`src/rtl/fsm_updown_counter_param_pkg.sv`:
```
// ---------------------------------------------------------------------------
// fsm_updown_counter_param_pkg : shared FSM state encodings and mode constants
// Revision: 1.0
// ---------------------------------------------------------------------------
`default_nettype none

package fsm_updown_counter_param_pkg;

  typedef enum logic [1:0] {
    ST_IDLE    = 2'b00,
    ST_UP      = 2'b01,
    ST_DOWN    = 2'b10,
    ST_ILLEGAL = 2'b11
  } dir_state_e;

  localparam int MODE_WRAP = 0;
  localparam int MODE_SAT  = 1;

endpackage

`default_nettype wire

```
`src/rtl/fsm_updown_counter_param_if.sv`:
```
// ---------------------------------------------------------------------------
// fsm_updown_counter_param_if : command and status bundle of the counter
// Revision: 1.0
// ---------------------------------------------------------------------------
`default_nettype none

interface fsm_updown_counter_param_if #(
  parameter int WIDTH = 4
);
  logic             en;
  logic             up;
  logic             down;
  logic             load;
  logic [WIDTH-1:0] load_val;
  logic [WIDTH-1:0] count;
  logic [1:0]       dir;
  logic             at_max;
  logic             at_min;
  logic             ovf;
  logic             unf;

  modport master (
    output en, up, down, load, load_val,
    input  count, dir, at_max, at_min, ovf, unf
  );

  modport slave (
    input  en, up, down, load, load_val,
    output count, dir, at_max, at_min, ovf, unf
  );
endinterface

`default_nettype wire

```
`src/rtl/fsm_counter_dir_ctrl.sv`:
```
// ---------------------------------------------------------------------------
// fsm_counter_dir_ctrl : 2-bit direction FSM (IDLE / UP / DOWN)
// Revision: 1.0
// ---------------------------------------------------------------------------
`default_nettype none

module fsm_counter_dir_ctrl
  import fsm_updown_counter_param_pkg::*;
(
  input  wire        clk,
  input  wire        rst,
  input  wire        up_i,
  input  wire        down_i,
  output dir_state_e state_o
);

  dir_state_e state_q;
  dir_state_e state_d;

  always_ff @(posedge clk or negedge rst) begin
    if (!rst) begin
      state_q <= ST_IDLE;
    end else begin
      state_q <= state_d;
    end
  end

  // No command keeps the latched direction; the unused 11 code falls back to IDLE.
  always_comb begin
    state_d = state_q;
    case ({up_i, down_i})
      2'b10:   state_d = ST_UP;
      2'b01:   state_d = ST_DOWN;
      2'b11:   state_d = ST_IDLE;
      default: begin
        if (state_q == ST_ILLEGAL) begin
          state_d = ST_IDLE;
        end
      end
    endcase
  end

  assign state_o = state_q;

endmodule

`default_nettype wire

```
`src/rtl/fsm_updown_counter_param.sv`:
```
// ---------------------------------------------------------------------------
// fsm_updown_counter_param : parametrised up/down counter with wrap or saturate
// Revision: 1.0
// ---------------------------------------------------------------------------
`default_nettype none

module fsm_updown_counter_param
  import fsm_updown_counter_param_pkg::*;
#(
  parameter int WIDTH    = 4,
  parameter int MAX_VAL  = 2**WIDTH - 1,
  parameter int RST_VAL  = 0,
  parameter int SATURATE = MODE_WRAP
) (
  input  wire                         clk,
  input  wire                         rst,
  fsm_updown_counter_param_if.slave   bus
);

  localparam logic [WIDTH-1:0] MAX_C = MAX_VAL[WIDTH-1:0];
  localparam logic [WIDTH-1:0] RST_C = RST_VAL[WIDTH-1:0];

  dir_state_e       dir_q;
  logic [WIDTH-1:0] count_q;
  logic [WIDTH-1:0] count_d;
  logic             ovf_q;
  logic             ovf_d;
  logic             unf_q;
  logic             unf_d;

  fsm_counter_dir_ctrl u_dir_ctrl (
    .clk     (clk),
    .rst     (rst),
    .up_i    (bus.up),
    .down_i  (bus.down),
    .state_o (dir_q)
  );

  // Stepping follows the registered direction, so a new command steps one edge later.
  always_comb begin
    count_d = count_q;
    ovf_d   = 1'b0;
    unf_d   = 1'b0;
    if (bus.load) begin
      count_d = (bus.load_val > MAX_C) ? MAX_C : bus.load_val;
    end else if (bus.en) begin
      case (dir_q)
        ST_UP: begin
          if (count_q != MAX_C) begin
            count_d = count_q + 1'b1;
          end else if (SATURATE == MODE_WRAP) begin
            count_d = '0;
            ovf_d   = 1'b1;
          end
        end
        ST_DOWN: begin
          if (count_q != '0) begin
            count_d = count_q - 1'b1;
          end else if (SATURATE == MODE_WRAP) begin
            count_d = MAX_C;
            unf_d   = 1'b1;
          end
        end
        default: count_d = count_q;
      endcase
    end
  end

  always_ff @(posedge clk or negedge rst) begin
    if (!rst) begin
      count_q <= RST_C;
      ovf_q   <= 1'b0;
      unf_q   <= 1'b0;
    end else begin
      count_q <= count_d;
      ovf_q   <= ovf_d;
      unf_q   <= unf_d;
    end
  end

  assign bus.count  = count_q;
  assign bus.dir    = dir_q;
  assign bus.at_max = (count_q == MAX_C);
  assign bus.at_min = (count_q == '0);
  assign bus.ovf    = ovf_q;
  assign bus.unf    = unf_q;

endmodule

`default_nettype wire

```
`src/flat_wrapper.sv`:
```
// flat-port wrapper written by rule: the top's interface ports become plain ports
module fsm_updown_counter_param_flat import fsm_updown_counter_param_pkg::*;
#(
  parameter int WIDTH    = 4,
  parameter int MAX_VAL  = 2**WIDTH - 1,
  parameter int RST_VAL  = 0,
  parameter int SATURATE = MODE_WRAP
)
  (clk, rst, bus_en, bus_up, bus_down, bus_load, bus_load_val, bus_count, bus_dir, bus_at_max, bus_at_min, bus_ovf, bus_unf);
  fsm_updown_counter_param_if #(.WIDTH(WIDTH)) bus_i ();
  input  wire clk;
  input  wire rst;
  input wire logic [$bits(bus_i.en)-1:0] bus_en;
  input wire logic [$bits(bus_i.up)-1:0] bus_up;
  input wire logic [$bits(bus_i.down)-1:0] bus_down;
  input wire logic [$bits(bus_i.load)-1:0] bus_load;
  input wire logic [$bits(bus_i.load_val)-1:0] bus_load_val;
  output wire logic [$bits(bus_i.count)-1:0] bus_count;
  output wire logic [$bits(bus_i.dir)-1:0] bus_dir;
  output wire logic [$bits(bus_i.at_max)-1:0] bus_at_max;
  output wire logic [$bits(bus_i.at_min)-1:0] bus_at_min;
  output wire logic [$bits(bus_i.ovf)-1:0] bus_ovf;
  output wire logic [$bits(bus_i.unf)-1:0] bus_unf;
  assign bus_i.en = bus_en;
  assign bus_i.up = bus_up;
  assign bus_i.down = bus_down;
  assign bus_i.load = bus_load;
  assign bus_i.load_val = bus_load_val;
  assign bus_count = bus_i.count;
  assign bus_dir = bus_i.dir;
  assign bus_at_max = bus_i.at_max;
  assign bus_at_min = bus_i.at_min;
  assign bus_ovf = bus_i.ovf;
  assign bus_unf = bus_i.unf;
  fsm_updown_counter_param #(.WIDTH(WIDTH), .MAX_VAL(MAX_VAL), .RST_VAL(RST_VAL), .SATURATE(SATURATE)) u_core (.clk(clk), .rst(rst), .bus(bus_i));
endmodule
```
`config.mk`:
```
export PLATFORM = sky130hd
export DESIGN_NAME = fsm_updown_counter_param_flat
export DESIGN_NICKNAME = d
export VERILOG_FILES = /design/src/rtl/fsm_updown_counter_param_pkg.sv /design/src/rtl/fsm_updown_counter_param_if.sv /design/src/rtl/fsm_counter_dir_ctrl.sv /design/src/rtl/fsm_updown_counter_param.sv /design/src/flat_wrapper.sv
export SDC_FILE = /design/constraint.sdc
export NUM_CORES = 1
export LEC_CHECK = 0
export ABC_AREA = 1
export CORE_AREA = 2 2 39 41
export DETAILED_ROUTE_END_ITERATION = 8
export DIE_AREA = 0 0 41 43
export DONT_BUFFER_PORTS = 1
export PLACE_DENSITY = 0.67
export REMOVE_ABC_BUFFERS = 1
export SYNTH_ARGS = -nofsm -noshare
export SYNTH_HDL_FRONTEND = slang
export SYNTH_SLANG_ARGS = --single-unit
```
`constraint.sdc`:
```
create_clock -name clk -period 2.4 [get_ports clk]
set_clock_uncertainty 0.05 [all_clocks]
set_input_delay 0.36 -clock clk [delete_from_list [all_inputs] [get_ports clk]]
set_output_delay 0.36 -clock clk [all_outputs]
set_load 0.01 [all_outputs]
```
== After elaboration in Yosys (flattened, before gate mapping) ==
Cells that the tools add are included.

* Register bits: 8
* Latch bits: 0
* Bits in writable memories: 0
* Bits in read-only memories: 0
* Bits of input ports: 10
* Output and inout bits: 10
* Memories kept: 0

* Add/subtract/negate cells: 2
* Multipliers: 0
* Div/mod/pow operators: 0
* $lt $le $gt $ge: 1
* Equal/unequal tests: 8
* Shift-type cells: 0
* Muxes and demuxes: 16
* Bitwise logic cells: 0
* Reduce and logical (&&, ||, !) cells: 6

{| class="wikitable"
|+ Operator list
! kind !! number
|-
| 4-bit two-way mux || 5
|-
| 2-bit == test, second input constant || 4
|-
| 1-bit two-way mux || 8
|-
| 4-bit one-hot mux with 2 select lines || 1
|-
| 4-bit nonzero test || 2
|-
| 2-bit one-hot mux with 3 select lines || 1
|-
| 4-bit by 1-bit adder with 4-bit output, second input constant || 1
|-
| 2-bit by 1-bit == test with 1-bit output, second input constant || 2
|-
| 4-bit == test, second input constant || 1
|-
| 4-bit > comparator, second input constant || 1
|-
| 4-bit zero test || 1
|-
| 4-bit != test, second input constant || 1
|-
| 4-bit by 1-bit subtractor with 4-bit output, second input constant || 1
|-
| 3-bit nonzero test || 1
|-
| 2-bit two-way mux || 1
|-
| 2-bit AND reduction || 1
|-
| 2-bit nonzero test || 1
|}

== Longest topological paths before layout ==
Gate-level depths: netlist of the first run.

* Word-level depth: 5
* Mapped depth: 9

== By module ==
From an unflattened synthesis of the first run, not the netlist that was laid out.

* Cell total of the unflattened synthesis: 79
* Area, all modules: 568.0 sq um

{| class="wikitable"
|+ By module, submodules not included
! module !! times used !! cells each !! area each (sq um)
|-
| fsm_updown_counter_param || 1 || 69 || 478.0
|-
| fsm_counter_dir_ctrl || 1 || 10 || 90.1
|}

== Worst setup path before layout of the first run ==
OpenSTA, ideal clock, no wires.

* Path kind: register to output
* Start point: register u_core.count_q[0], in the netlist u_core.bus.count[0]
* End point: output port bus_at_min
* Arrival time: 0.961 ns
* Slack: 1.029 ns
* Stages on the path, launching flop included: 5
* Buffers on the path: 0
* Path through: dfrtp_1 > inv_1 > ha_1 > nand2_2 > inv_1

* Longest elaborated chain between the ends: 1

{| class="wikitable"
|+ Ends and longest elaborated chain
! what !! RTL line !! RTL
|-
| start: declaration || fsm_updown_counter_param.sv:24 || <nowiki>logic [WIDTH-1:0] count_q;</nowiki>
|-
| start signal: assignment || fsm_updown_counter_param.sv:75 || <nowiki>count_q <= count_d;</nowiki>
|-
| 4-bit zero test || fsm_updown_counter_param.sv:84 || <nowiki>assign bus.at_min = (count_q == '0);</nowiki>
|-
| end: declaration || flat_wrapper.sv:21 || <nowiki>output wire logic [$bits(bus_i.at_min)-1:0] bus_at_min;</nowiki>
|}

Every way passes these cells.

== Final worst setup path of the first run ==
Same ends and word-level chain as after synthesis.

==> run metrics, run 1 <==
top_reg_cell synth dfrtp_1; syn_area_per_cell 7.54 um^2; CTS tree built; die outline width 41 um; r2r setup slk 0.94 ns; Post-synth EDFFs 0; Setup Buffers After CTS 0; Synth Cell Area 611 um^2; drt wl/cell 12.0 um; Slew @ Worst Pin 0.413 ns; DP HPWL 928 um; Sink Count 8; First DRT Iteration DRCs 2; Final period util 71.8%; drt total wl 1190 um; Distinct cells, synth 19; DP Area 608 um^2; DR DRC count 0; share of Yosys cell area claimed by the top area cell type 32.8%; Max Slew Vio Count 0; Critical Path Sink bus_at_min; largest net degree at the start of global routing 11; crit path DAT 1.31 ns; Yosys top cell by area dfrtp_1; GR Overflow Total 0; Final ANT Viol Nets 0; Buffers on Ports 0; count leader, synth nand2_1; Fin Setup TNS 0 ns; slew margin rel. 72.5%; GRT Total Usage 17.3%; Reg clk slew, reported paths 0.06 ns; r2r endpoint u_core.bus.count[3]; total CTS buffers 3; fmax 580 MHz; CP startpoint u_core.bus.count[0]; worst skew pair latency 0.26 ns; ant diodes 0; sequential area share after synthesis 32.8%; unrepaired setup endpoints after global routing no; CP max FO 7; synth warn 0; pwr/cell area 647 nW/um^2; FF-to-FF Start u_core.bus.count[0]; hold crit path type input pin to register; Die Area 1760 um^2; Setup crit end kind output pin; final hold viol count 0; Req. time, crit path 1.99 ns; htree depth 1; synthesized flop and latch total 8; worst vdd ir 0.248 mV; Via-to-Cell Ratio 4.84; Worst Path Class, Setup register to output pin; r2r worst-path depth 8; Die Span Y 43 um; max cap viols 0; placement row count 14; final setup fails 0; via count 479; status completed; Post-Layout Inst Area 641 um^2; fin crit period 1.72 ns; most frequent cells after synthesis nand2_1, inv_1, dfrtp_1; CTS Hold Bufs 1; gpl congestion 0.823; Pre-antenna DRT Iters 4; Async SR Flop Fraction 100%; Nets 97; P_leak 0.000368 uW; Worst Setup Start Kind register; post-CTS resize count 0; Root Buffer clkbuf_4; initial core utilization 44.1%; vias in the first global route 436; initial antenna violation count 0; layout cell share with drive strength beyond 1 26.5%; area grow syn2layout 4.92%; Core Area 1380 um^2; Area contributors post-synth dfrtp_1, nand2_1, nand3_2; first-pass GRT wire length 1940 um; number of I/O pins 20; Mapped Cells 81; clk buf depth 2
-- registers in the layout (all words and copies together), names as in the netlist --
register,cells
u_core.bus.count,4
u_core.bus.ovf,1
u_core.bus.unf,1
u_core.u_dir_ctrl.state_o,2
-- critical path: stages (launching register included) --
cell and delay, ns:
dfrtp_1 0.50, inv_1 0.12, ha_1 0.25, nand2_2 0.11, inv_1 0.08
-- placed cells by master (no fill, tap or decap), drive strengths merged --
master       synthesis  routed
nand2               30      30
inv                 15      15
nand3                9       9
dfrtp                8       8
nor2                 6       6
xor2                 3       3
clkbuf               0       3
a21oi                2       2
ha                   2       2
nor3                 1       1
nor4                 1       1
nand4                1       1
o21ai                1       1
dlygate4sd3          0       1
-- kinds of logic after synthesis --
logic type	count (synthesis)	synth area share (%)
fa+ha+maj	2	4.10
compound gates	3	2.46
buf+inv	17	12.9
simple gates	48	43.4
xor+xnor	3	4.30
flops	8	32.8
-- how the worst min path moves through the flow --
stage                     startpoint  cells past startpoint  slack (ns)                   to
final                       bus_load                      1        0.10       u_core.bus.unf
after global routing        bus_load                      1        0.09       u_core.bus.unf
after global placement           rst                      0        0.01       u_core.bus.ovf
after detailed placement         rst                      0        0.01       u_core.bus.ovf
after CTS                   bus_load                      1        0.10       u_core.bus.unf
after floorplan                  rst                      0        0.01  u_core.bus.count[0]
-- power by group --
part	internal, uW	switching (uW)	leakage (uW)
registers	149	40.0	0.000102
clock network	57.5	49.4	0.0000138
logic	48.5	69.7	0.000251
-- metrics by stage --
step | hold WS (ns) | worst slack [ns] | util [%] | power [uW] | instances
after floorplan | 0.0144 | 1.03 | - | 285 | 79
after global placement | 0.0146 | 0.962 | 43.9 | 306 | 95
after detailed placement | 0.0146 | 0.941 | 43.9 | 308 | 95
after CTS | 0.101 | 0.661 | 46.3 | 420 | 99
after global routing | 0.0939 | 0.577 | 46.3 | 450 | 99
final | 0.104 | 0.676 | 46.3 | 415 | 99
-- final cells by class --
| class | instances | area (um^2) |
|---|---|---|
| Clock buffer | 3 | 22.5 |
| Fill cell | 148 | 743 |
| Inverter | 15 | 56.3 |
| Multi-Input combinational cell | 56 | 332 |
| Sequential cell | 8 | 200 |
| Tap cell | 16 | 20.0 |
| Timing Repair Buffer | 1 | 10.0 |
-- metal layers --
layer  vias to the layer above  track usage, %  routed length (um)
li1                        253               -                   -
met1                       206            20.9                 487
met2                        16            23.8                 564
met3                         4            5.24                  91
met4                         0            14.0                  42
met5                         -               0                   0
(Power assumes the default switching activity.)
==> inputs of run 2 (changes only) <==
==> constraint.sdc (replaced) <==
create_clock -name clk -period 1.64 [get_ports clk]
set_clock_uncertainty 0.05 [all_clocks]
set_input_delay 0.246 -clock clk [delete_from_list [all_inputs] [get_ports clk]]
set_output_delay 0.246 -clock clk [all_outputs]
set_load 0.01 [all_outputs]
==> run 2 against run 1 <==
Non-clock buffer count rose by 4. Sequential share of layout area fell by 1.7 points. Critical path type unchanged. Total power rose by 50%. Setup slack got worse by 0.59 ns. Final cell count rose by 4.0%. Combinational power rose by 61%. First-iteration DRC count rose to 7.5 times the previous value.
==> run metrics, run 2 (synthesis gave the netlist of run 1 again) <==
Via-to-Cell Ratio 5.14 (+6.1%); Layout Cells excl Fill 103 (+4.0%); First DRT Iteration DRCs 15 (+13); initial antenna violation count 0 (unchanged); largest net degree at the start of global routing 10 (-1); htree depth 1 (unchanged); GRT Total Usage 16.8% (-0.50 points); max cap viols 0 (unchanged); dpl ws 0.257 ns (-0.684 ns); Worst Path Class, Setup register to output pin; drt total wl 1260 um (+6.1%); final setup slack of the worst path 0.0909 ns (-0.585 ns); layout cell share with drive strength beyond 1 26.4% (-0.069 points); total CTS buffers 3 (unchanged); pwr/cell area 914 nW/um^2 (+41%); worst skew pair latency 0.26 ns (about the same); commonest non-fill, non-tap cell in the layout nand2_1; slew margin rel. 72.6% (+0.17 points); max reg flops 4 (unchanged); P_leak 0.000385 uW (+4.7%); GR Overflow Total 0 (unchanged); Max Slew Vio Count 0 (unchanged); Slew @ Worst Pin 0.410 ns (-0.00257 ns); Final ANT Viol Nets 0 (unchanged); final hold viol count 0 (unchanged); worst-path cell chain ha_1 -> nand3_2 -> inv_1; fin crit period 1.55 ns; status completed; worst vdd ir 0.393 mV (+58%); first-pass GRT wire length 1950 um (+0.36%); via count 529 (+10%); Die Span Y 43 um (unchanged); hold crit path type input pin to register; Req. time, crit path 1.34 ns (-0.65 ns); crit path DAT 1.25 ns (-0.06 ns); DP HPWL 955 um (+3.0%); unrepaired setup endpoints after global routing no; clk buf depth 2 (unchanged); Root Buffer clkbuf_4; slowest CP cell dfrtp_1; CTS tree built; Setup crit end kind output pin; vias in the first global route 495 (+14%); placed insts 96 (+1.1%); area grow syn2layout 11.1%; Core Area 1380 um^2 (unchanged); number of I/O pins 20 (unchanged); gpl congestion 0.914 (+11%); die outline width 41 um (unchanged); Nets 101 (+4.1%); final setup fails 0 (unchanged); Fin Setup TNS 0 ns (unchanged); Worst Setup Start Kind register; crit-path max cell delay 0.49 ns (about the same); ant diodes 0 (unchanged); Reg clk slew, reported paths 0.06 ns (about the same); Final period util 94.5%; Pre-antenna DRT Iters 4 (unchanged); Sink Count 8 (unchanged); most frequent cells in the layout nand2_1, inv_1, dfrtp_1; Die Area 1760 um^2 (unchanged); FILL cells 132 (-11%); Setup Buffers After CTS 0 (unchanged); initial core utilization 44.1% (unchanged); Multi-input gate area 332 um^2 (unchanged); fmax 646 MHz; placement row count 14 (unchanged); CP max FO 7 (unchanged); Buffers on Ports 0 (unchanged); Seq. cell area 200 um^2 (unchanged); DR DRC count 0 (unchanged); drt wl/cell 12.2 um (+2.0%)
[run 2: cell count changes in the layout (fill, tap and decap cells not counted), sizes merged]
cell / before / now
dlygate4sd3: 1 / 4
buf: 0 / 1
[run 2: power by group]
part | leakage (uW) | internal, uW | switching [uW] | total (uW)
registers | 0.000102 | 219 | 54.1 | 273
clock network | 0.0000138 | 84.1 | 72.8 | 157
logic | 0.000269 | 80.2 | 110 | 190
total | 0.000385 | 383 | 237 | 620
[run 2: layout make-up]
cell class                 count  share of cell area (%)
timing repair buffer           5                    7.01
inverter                      15                    8.30
clock buffer                   3                    3.32
multi-input combinational     56                    48.9
sequential                     8                    29.5
tap                           16                    2.95
[run 2: worst paths after layout]
path                                               from                      endpoint  slack [ns]  cells after the start
max reg2reg                         u_core.bus.count[1]           u_core.bus.count[3]        0.25                      8
min                                              bus_up  u_core.u_dir_ctrl.state_o[0]        0.07                      2
max                                 u_core.bus.count[1]                    bus_at_max        0.09                      3
min in group asynchronous                           rst                u_core.bus.ovf        0.28                      1
min reg2reg                u_core.u_dir_ctrl.state_o[0]                u_core.bus.ovf        0.61                      2
max in group asynchronous                           rst           u_core.bus.count[2]        0.99                      1
[run 2: critical path: cells and delay by family, from the launching register on]
family | cells | cell delay [ns]
flops | 1 | 0.49
simple gates | 1 | 0.09
fa+ha+maj | 1 | 0.26
buf+inv | 1 | 0.15
[run 2: layer usage]
layer	part of all wire [%]	GRT usage, %	vias up
li1	-	-	261
met1	42	19.3	239
met2	48	25.9	22
met3	6.4	4.71	7
met4	3.7	10.0	0
met5	0	0	-
[run 2: stage by stage]
step	total power [uW]	hold slack, ns	instance area (um^2)	util (%)
after floorplan	417	-0.0996	588	-
after global placement	453	-0.0994	616	44.5
after detailed placement	455	-0.0994	616	44.5
after CTS	627	0.0695	678	49.0
after global routing	666	0.0729	678	49.0
final	620	0.0696	678	49.0
[run 2: what timing repair did]
action,in CTS,in global routing
endpoints found under the hold margin,12,0
resized for setup,0,0
setup endpoints to repair,0,0
hold buffers,4,0
==> inputs of run 3 (changes only) <==
--- a/config.mk
+++ b/config.mk
@@ -12,6 +12,8 @@
 export DONT_BUFFER_PORTS = 1
 export PLACE_DENSITY = 0.67
 export REMOVE_ABC_BUFFERS = 1
+export SETUP_SLACK_MARGIN = 0.2
+export SKIP_CTS_REPAIR_TIMING = 1
 export SYNTH_ARGS = -nofsm -noshare
 export SYNTH_HDL_FRONTEND = slang
 export SYNTH_SLANG_ARGS = --single-unit
==> run 3 against run 2 <==
Die area stayed put. Routed wire length is 6.6% higher. Sequential share of layout area is 1.3 points lower. Non-clock buffer count is 1 higher. Setup slack better by 0.13 ns. Critical path depth stayed put. Sequential power is 3% higher. Sequential cell count stayed put. Largest cell class unchanged. Clock power hardly changed.
==> run metrics, run 3 (synthesis gave the netlist of run 1 again) <==
DR DRC count 0 (unchanged); First DRT Iteration DRCs 11 (-4); Req. time, crit path 1.34 ns (about the same); commonest non-fill, non-tap cell in the layout nand2_1; r2r worst-path depth 8 (unchanged); met2 global-route usage 25.6% (-0.31 points); pwr/cell area 920 nW/um^2 (+0.63%); Fin Setup TNS 0 ns (unchanged); worst skew pair latency 0.26 ns (about the same); Nets 102 (+0.99%); crit-path max cell delay 0.47 ns (-0.02 ns); final hold slack 0.0734 ns (+0.00380 ns); first-pass GRT wire length 1910 um (-1.7%); Max Slew Vio Count 0 (unchanged); area grow syn2layout 18.2%; ant diodes 0 (unchanged); CTS tree built; hold crit path type input pin to register; Slew @ Worst Pin 0.383 ns (-0.0278 ns); max cap viols 0 (unchanged); r2r setup slk 0.26 ns (about the same); Critical Path Sink bus_at_max; gpl congestion 0.914 (unchanged); GRT busiest layer met2; GR Util met3 4.71% (unchanged); GR Overflow Total 0 (unchanged); most frequent cells in the layout nand2_1, inv_2, inv_1; Die Area 1760 um^2 (unchanged); number of I/O pins 20 (unchanged); final setup fails 0 (unchanged); via count 532 (+0.57%); Sink Count 8 (unchanged); slowest CP cell dfrtp_2; Worst Path Class, Setup register to output pin; layout cell share with drive strength beyond 1 36.4% (+9.9 points); clk buf depth 2 (unchanged); Final ANT Viol Nets 0 (unchanged); die outline width 41 um (unchanged); worst vdd ir 0.399 mV (+1.5%); largest net degree at the start of global routing 11 (+1); FF-to-FF Start u_core.bus.count[1]; CP startpoint u_core.bus.count[1]; slew margin rel. 74.4% (+1.8 points); Pre-antenna DRT Iters 8 (+4); Via-to-Cell Ratio 5.12 (-0.40%); Final period util 86.3% (-8.1 points); DP HPWL 955 um (unchanged); CP max FO 7 (unchanged); Root Buffer clkbuf_4; Reg clk slew, reported paths 0.06 ns (about the same); fin crit period 1.42 ns (-0.133 ns); initial core utilization 44.1% (unchanged); fmax 706 MHz (+9.4%); GRT Total Usage 16.4% (-0.30 points); placement row count 14 (unchanged); drt total wl 1340 um (+6.6%); min-delay src bus_up; CP Depth 3 (unchanged); initial antenna violation count 0 (unchanged); P_leak 0.000389 uW (+1.0%); Top delay family on crit path flip-flops; FILL cells 129 (-2.3%); Worst Path Buf+Inv 1 (unchanged); htree depth 1 (unchanged); worst-path cell chain ha_4 -> nand3_2 -> inv_1; Buffers on Ports 0 (unchanged); drt wl/cell 12.9 um (+5.6%); Setup crit end kind output pin; max reg flops 4 (unchanged); Core Area 1380 um^2 (unchanged); Worst Setup Start Kind register; vias in the first global route 493 (-0.40%); Die Span Y 43 um (unchanged); r2r endpoint u_core.bus.count[2]; unrepaired setup endpoints after global routing yes; GR Layer Usage met1 18.6% (-0.65 points); status completed; final hold viol count 0 (unchanged); total CTS buffers 3 (unchanged); crit path DAT 1.12 ns (-0.13 ns)
-- run 3: cell count changes in the layout (fill, tap and decap cells not counted) --
cell / previous run / this run
buf_4: 1 / 2
dfrtp_1: 8 / 5
dfrtp_2: 0 / 3
ha_1: 2 / 0
ha_4: 0 / 2
inv_1: 10 / 7
inv_2: 5 / 7
inv_4: 0 / 1
nand2_2: 4 / 3
nand2_4: 3 / 4
-- run 3: how the worst min path moves through the flow --
stage                                   endpoint  slack (ns)  cells past startpoint
floorplan                    u_core.bus.count[0]        -0.1                      0
global placement    u_core.u_dir_ctrl.state_o[0]        -0.1                      0
detailed placement                u_core.bus.unf        -0.1                      0
CTS                               u_core.bus.unf       -0.38                      0
global route                 u_core.bus.count[0]        0.07                      2
finish              u_core.u_dir_ctrl.state_o[0]        0.07                      2
-- run 3: metrics by stage --
step / total power [uW] / cell area (um^2) / std cells / utilization (%) / worst slack [ns]
finish: 664 / 722 / 104 / 52.2 / 0.224
floorplan: 417 / 588 / 79 / - / 0.287
global placement: 453 / 616 / 96 / 44.5 / 0.265
global route: 718 / 722 / 104 / 52.2 / 0.175
detailed placement: 455 / 616 / 96 / 44.5 / 0.257
CTS: 614 / 638 / 99 / 46.1 / 0.0912
-- run 3: routing by layer --
layer  wire (um)  vias up  share of wire, %
li1            -      262                 -
met5           0        -                 0
met3          90        6               6.7
met1         540      240                40
met4          32        0               2.4
met2         678       24                51
-- run 3: where the power goes --
part,internal (uW),total (uW),leakage [uW],switching (uW)
Clock,84.0,155,0.0000138,71.1
Sequential,222,282,0.0000989,60.7
Combinational,102,226,0.000276,124
-- run 3: worst reg2reg max path, stage by stage (launching register included) --
cell     delay [ns]
dfrtp_2        0.47
inv_2          0.07
ha_4           0.17
buf_4          0.13
xor2_1         0.13
nand2_1        0.08
nand3_1        0.06
nand2_1        0.06
nand2_1        0.04
-- run 3: final cells by class --
class	instances	area [um^2]	share of cell area [%]
clock buffer	3	22.5	3.12
inverter	15	58.8	8.15
multi-input combinational	56	362	50.1
sequential	8	204	28.2
tap	16	20.0	2.77
timing repair buffer	6	55.1	7.63
